===== config.mk =====
export PLATFORM = sky130hd
export DESIGN_NAME = game_flow_ctrl
export DESIGN_NICKNAME = d
export VERILOG_FILES = /design/src/rtl/game_pkg.sv /design/src/rtl/game_flow_ctrl_hold_timer.sv /design/src/rtl/game_flow_ctrl.sv
export SDC_FILE = /design/constraint.sdc
export NUM_CORES = 1
export LEC_CHECK = 0
export CAP_MARGIN = 15
export CORE_UTILIZATION = 35
export DETAILED_ROUTE_END_ITERATION = 7
export GPL_TIMING_DRIVEN = 0
export MAX_ROUTING_LAYER = met4
export REMOVE_ABC_BUFFERS = 1
export SLEW_MARGIN = 25
export SYNTH_ARGS = -nofsm -noshare
export SYNTH_HDL_FRONTEND = slang
export SYNTH_SLANG_ARGS = --single-unit

===== constraint.sdc =====
create_clock -name Clk -period 3.9 [get_ports Clk]
set_clock_uncertainty 0.05 [all_clocks]
set_input_delay 0.78 -clock Clk [delete_from_list [all_inputs] [get_ports Clk]]
set_output_delay 0.78 -clock Clk [all_outputs]
set_load 0.02 [all_outputs]

===== src/rtl/game_pkg.sv =====
// Shared game-flow types: state encoding used by the controller, renderer and spawner.
// Event bundle groups the per-cycle pulses from the cut/collision logic.
package game_pkg;

  typedef enum logic [1:0] {
    ST_START = 2'd0,
    ST_PLAY  = 2'd1,
    ST_PAUSE = 2'd2,
    ST_OVER  = 2'd3
  } state_t;

  typedef struct packed {
    logic start_cut;
    logic fruit_cut;
    logic fruit_miss;
    logic bomb_cut;
    logic pause_toggle;
  } game_ev_t;

endpackage


===== src/rtl/game_flow_ctrl_hold_timer.sv =====
// frame_hold_timer: counts frame_tick pulses while clear is low; done pulses combinationally on the
// OVER_FRAMES-th tick so the owner can leave its hold state on that same edge.
module frame_hold_timer #(
  parameter int OVER_FRAMES = 120,
  localparam int CNT_W = $clog2(OVER_FRAMES + 1)
) (
  input  logic Clk,
  input  logic Reset,
  input  logic clear,
  input  logic frame_tick,
  output logic done
);

  logic [CNT_W-1:0] count;

  assign done = frame_tick && !clear && (count == CNT_W'(OVER_FRAMES - 1));

  always_ff @(posedge Clk or posedge Reset) begin
    if (Reset) begin
      count <= '0;
    end else if (clear) begin
      count <= '0;
    end else if (frame_tick && (count != CNT_W'(OVER_FRAMES))) begin
      count <= count + 1'b1;
    end
  end

endmodule


===== src/rtl/game_flow_ctrl.sv =====
// Game-flow controller START -> PLAY -> (PAUSE) -> OVER -> START; owns lives, score and OVER hold.
// Moore outputs from registered state; define GAME_FLOW_PAUSE_EN to add the PAUSE state.
module game_flow_ctrl
  import game_pkg::*;
#(
  parameter int START_LIVES = 3,
  parameter int LIVES_W     = 3,
  parameter int SCORE_W     = 10,
  parameter int OVER_FRAMES = 120
) (
  input  logic               Clk,
  input  logic               Reset,
  input  logic               start_cut,
  input  logic               frame_tick,
  input  logic               fruit_cut,
  input  logic               fruit_miss,
  input  logic               bomb_cut,
  input  logic               pause_toggle,
  output logic               start_screen,
  output logic               throw_fruit,
  output logic               end_screen,
  output logic               paused,
  output logic [LIVES_W-1:0] lives,
  output logic [SCORE_W-1:0] score,
  output logic [1:0]         game_state
);

  localparam logic [LIVES_W-1:0] LIVES_INIT = LIVES_W'(START_LIVES);
  localparam logic [SCORE_W-1:0] SCORE_MAX  = {SCORE_W{1'b1}};

  state_t             state, state_nxt;
  logic [LIVES_W-1:0] lives_nxt;
  logic [SCORE_W-1:0] score_nxt;
  logic               hold_done;
  game_ev_t           ev;

  assign ev = '{start_cut:    start_cut,
                fruit_cut:    fruit_cut,
                fruit_miss:   fruit_miss,
                bomb_cut:     bomb_cut,
                pause_toggle: pause_toggle};

  // Timer is held clear outside OVER, so it always starts from zero on entry.
  frame_hold_timer #(
    .OVER_FRAMES(OVER_FRAMES)
  ) u_hold (
    .Clk       (Clk),
    .Reset     (Reset),
    .clear     (state != ST_OVER),
    .frame_tick(frame_tick),
    .done      (hold_done)
  );

  always_ff @(posedge Clk or posedge Reset) begin
    if (Reset) begin
      state <= ST_START;
      lives <= LIVES_INIT;
      score <= '0;
    end else begin
      state <= state_nxt;
      lives <= lives_nxt;
      score <= score_nxt;
    end
  end

  always_comb begin
    state_nxt = state;
    lives_nxt = lives;
    score_nxt = score;
    case (state)
      ST_START: begin
        if (ev.start_cut) begin
          state_nxt = ST_PLAY;
          lives_nxt = LIVES_INIT;
          score_nxt = '0;
        end
      end
      ST_PLAY: begin
        if (lives == '0) begin
          state_nxt = ST_OVER;
        end else if (ev.bomb_cut) begin
          lives_nxt = '0;
          state_nxt = ST_OVER;
        end else begin
          if (ev.fruit_miss) begin
            if (lives == LIVES_W'(1)) begin
              lives_nxt = '0;
              state_nxt = ST_OVER;
            end else begin
              lives_nxt = lives - 1'b1;
            end
          end
          // A slice lands even on the cycle the last life is lost.
          if (ev.fruit_cut && (score != SCORE_MAX)) begin
            score_nxt = score + 1'b1;
          end
`ifdef GAME_FLOW_PAUSE_EN
          if (ev.pause_toggle && (state_nxt == ST_PLAY)) begin
            state_nxt = ST_PAUSE;
          end
`endif
        end
      end
      ST_PAUSE: begin
`ifdef GAME_FLOW_PAUSE_EN
        if (ev.pause_toggle) begin
          state_nxt = ST_PLAY;
        end
`else
        state_nxt = ST_START;
`endif
      end
      ST_OVER: begin
        if (hold_done) begin
          state_nxt = ST_START;
        end
      end
      default: state_nxt = ST_START;
    endcase
  end

  assign start_screen = (state == ST_START);
  assign throw_fruit  = (state == ST_PLAY);
  assign end_screen   = (state == ST_OVER);
  assign game_state   = state;

`ifdef GAME_FLOW_PAUSE_EN
  assign paused = (state == ST_PAUSE);
`else
  logic unused_pause;
  assign unused_pause = ev.pause_toggle;
  assign paused       = 1'b0;
`endif

endmodule


==> impl_metrics.toml <==
[clocking]
cts_tree = "yes"
cts_setup_buffers = 0
cts-buffers-inserted = 3
ctsResizeCount = 0
clk_latency_ns = 0.26
cts.path.max_buffers = 2
cts_hold_buf = 0
clock-root-buffer = "clkbuf_8"
cts.sinks = 22
h-tree-depth = 1
clkTransAtPathRegs_ns = 0.08

[floorplanning]
dieWidth_um = 63.1
dieArea_mm2 = 0.00398
coreArea_mm2 = 0.00347
start_util_pct = 37.7
pin_count = 27
die_h_um = 63.1
rows = 21

[setup_path]
start_kind = "flop"
crit_type = "reg -> out"
r2r_slack_ns = 1.46
reg2regPathDepth = 7
reg2reg_from = "lives[0]"
endpoint_kind = "output pin"
cp_max_fo = 10
worst_ep_arrival_time_ns = 1.91
required_ns = 3.07
crit_start = "game_state[1]"
r2r_end = "score[9]"

[power]
finalPower_mw = 0.824
leakage_nw = 0.676
vdd_drop_max_mv = 0.372
power_per_cell_area_mw_per_mm2 = 506

[route]
wl_per_cell_um = 13.6
drt-vias-per-instance = 5.32
first_pass_iters = 4
num_vias = 1198
wirelength_mm = 3.07
drc = 0
first_iter_violations = 95
postRouteAntennaNets = 0

[yosys]
synth_simple_gate_area_share_pct = 22.5
synth-xor-area-share_pct = 2.68
synth-main-ff-cell = "dfrtp_1"
synthDistinctLibCells = 39
synth_seq_area_share_pct = 42.3
avgSynthCellArea_um2 = 8.44
syn_inst = 155
synthMuxAreaShare_pct = 1.53
ys_ff_latch = 22
synthAdderAreaFrac_pct = 5.74
syn-cell-area_mm2 = 0.00131
synth-compound-area-share_pct = 20.6
synthArstFlopShare_pct = 100
yosys_warnings = 0
synth_edf_count = 0
synth_top_family_by_area = "simple AND/OR/NAND/NOR gates"

[global_routing]
grt_pass1_wl_mm = 5.41
grt_start_max_net_pins = 23
antenna_found_initial = 0
grt_overflow = 0
grt_pass1_vias = 1179
grt_usage_pct = 17.5

[finish]
nets = 194
fin_cells = 225
antenna_cells = 0
fin_util_pct = 47.0
area_growth_syn_to_layout_pct = 24.7
layout-drive-gt1-share_pct = 3.91

[sta]
final-setup-viol-count = 0
setup_ws_ns = 1.16
fmax_ghz = 0.365
tns_ns = 0
fin_crit_ns = 2.74
worstMarginPinSlew_ns = 0.867
timing.final.crit_share_pct = 70.2
rsz0062_at_grt = "no"
slew_headroom_pct = 42.1
final_max_slew_viol_count = 0
hold_violations = 0

[job]
cap_viol_max_count = 0

[min_path]
hold_start = "lives[1]"
hp-class = "reg -> reg"
whs_endpoint = "lives[1]"
whs_path_depth = 2

[placed_design]
dp_cells = 221
gp_congestion = 0.871
dpl.hpwl_mm = 2.24
port_buffers = 24
pre_cts_slack_ns = 1.20

[outcome]
status = "completed"
==> cells in the mapped netlist, drive strengths merged (2+ instances only) <==
library cell / number / share of area [%]
and3: 2 / 0.96
mux2i: 2 / 1.5
dfrtp: 20 / 38
ha: 6 / 5.7
nand2b: 2 / 0.96
a21oi: 16 / 6.4
buf: 2 / 0.96
inv: 10 / 2.9
o31ai: 2 / 1.1
a31oi: 5 / 2.4
nand2: 17 / 4.9
xor2: 3 / 2.0
nor3: 4 / 1.5
nor2b: 2 / 0.96
nor2: 15 / 4.3
clkbuf: 2 / 0.57
o21ai: 12 / 4.6
o22ai: 2 / 0.96
a21o: 2 / 1.1
or3: 3 / 1.4
nand4: 5 / 2.4
nand3: 7 / 2.7
dfstp: 2 / 4.0
==> routing by layer <==
metal / global-route usage [%] / share of wire, % / wire length [um] / up-vias
met2: 28.0 / 48 / 1470 / 20
met3: 4.17 / 3.1 / 94 / 2
met4: 3.49 / 0.75 / 23 / 0
met5: - / 0 / 0 / -
met1: 22.5 / 48 / 1480 / 577
li1: - / - / - / 599
==> final cells by class <==
class                   count  area [um2]
flip-flops and latches     22         553
well taps                  46        57.6
fillers                   365        1840
clock buffers               4        45.0
inverters                  10        37.5
multi-input cells         119         697
repair buffers             24         240
==> worst max path at each step <==
stage | endpoint | cells after the start
2_1_floorplan | score[9] | 7
3_3_place_gp | score[9] | 6
3_5_place_dp | score[9] | 6
4_1_cts | throw_fruit | 3
5_1_grt | throw_fruit | 3
6_report | throw_fruit | 3
==> cell usage in the layout, fill, tap and decap left out, types with 2 or more instances in the layout <==
master           netlist  layout
clkdlybuf4s50_1        0      24
dfrtp_1               20      20
nand2_1               17      17
nor2_1                15      15
a21oi_1               15      15
inv_1                  9       9
o21ai_1                8       8
nand3_1                7       7
ha_1                   6       6
nand4_1                5       5
a31oi_1                5       5
nor3_1                 4       4
o21ai_0                4       4
or3_1                  3       3
xor2_1                 3       3
clkbuf_8               0       3
and3_1                 2       2
nand2b_1               2       2
o31ai_1                2       2
o22ai_1                2       2
a21o_1                 2       2
nor2b_1                2       2
mux2i_1                2       2
dfstp_2                2       2
==> critical path: stages (launching register included) <==
cell	delay (ns)
dfrtp_1	0.46
nand2b_1	0.35
inv_2	0.21
clkdlybuf4s50_1	0.62
==> sequential cells by signal, indices dropped and copies added, names as in the netlist <==
name	cells
u_hold.count	7
game_state	2
lives	3
score	10
==> per-stage QoR <==
| stage | hold slack (ns) | cell area (um2) |
|---|---|---|
| floorplan | 0.474 | 1290 |
| global placement | 0.443 | 1590 |
| CTS | 0.470 | 1630 |
| detailed placement | 0.446 | 1590 |
| finish | 0.462 | 1630 |
| global route | 0.491 | 1630 |
==> cell families after synthesis <==
| family | Yosys count |
|---|---|
| other cells | 1 |
| buf+inv | 14 |
| flops | 22 |
| compound gates | 45 |
| mux | 2 |
| simple gates | 61 |
| fa+ha+maj | 6 |
| xor+xnor | 4 |
==> power by group <==
group | switching (mW) | internal, mW | total, mW
registers | 0.0645 | 0.287 | 0.352
logic | 0.180 | 0.147 | 0.326
clock network | 0.0739 | 0.0728 | 0.147
total | 0.318 | 0.506 | 0.824
Note: power is estimated with default switching activity, not from simulation.
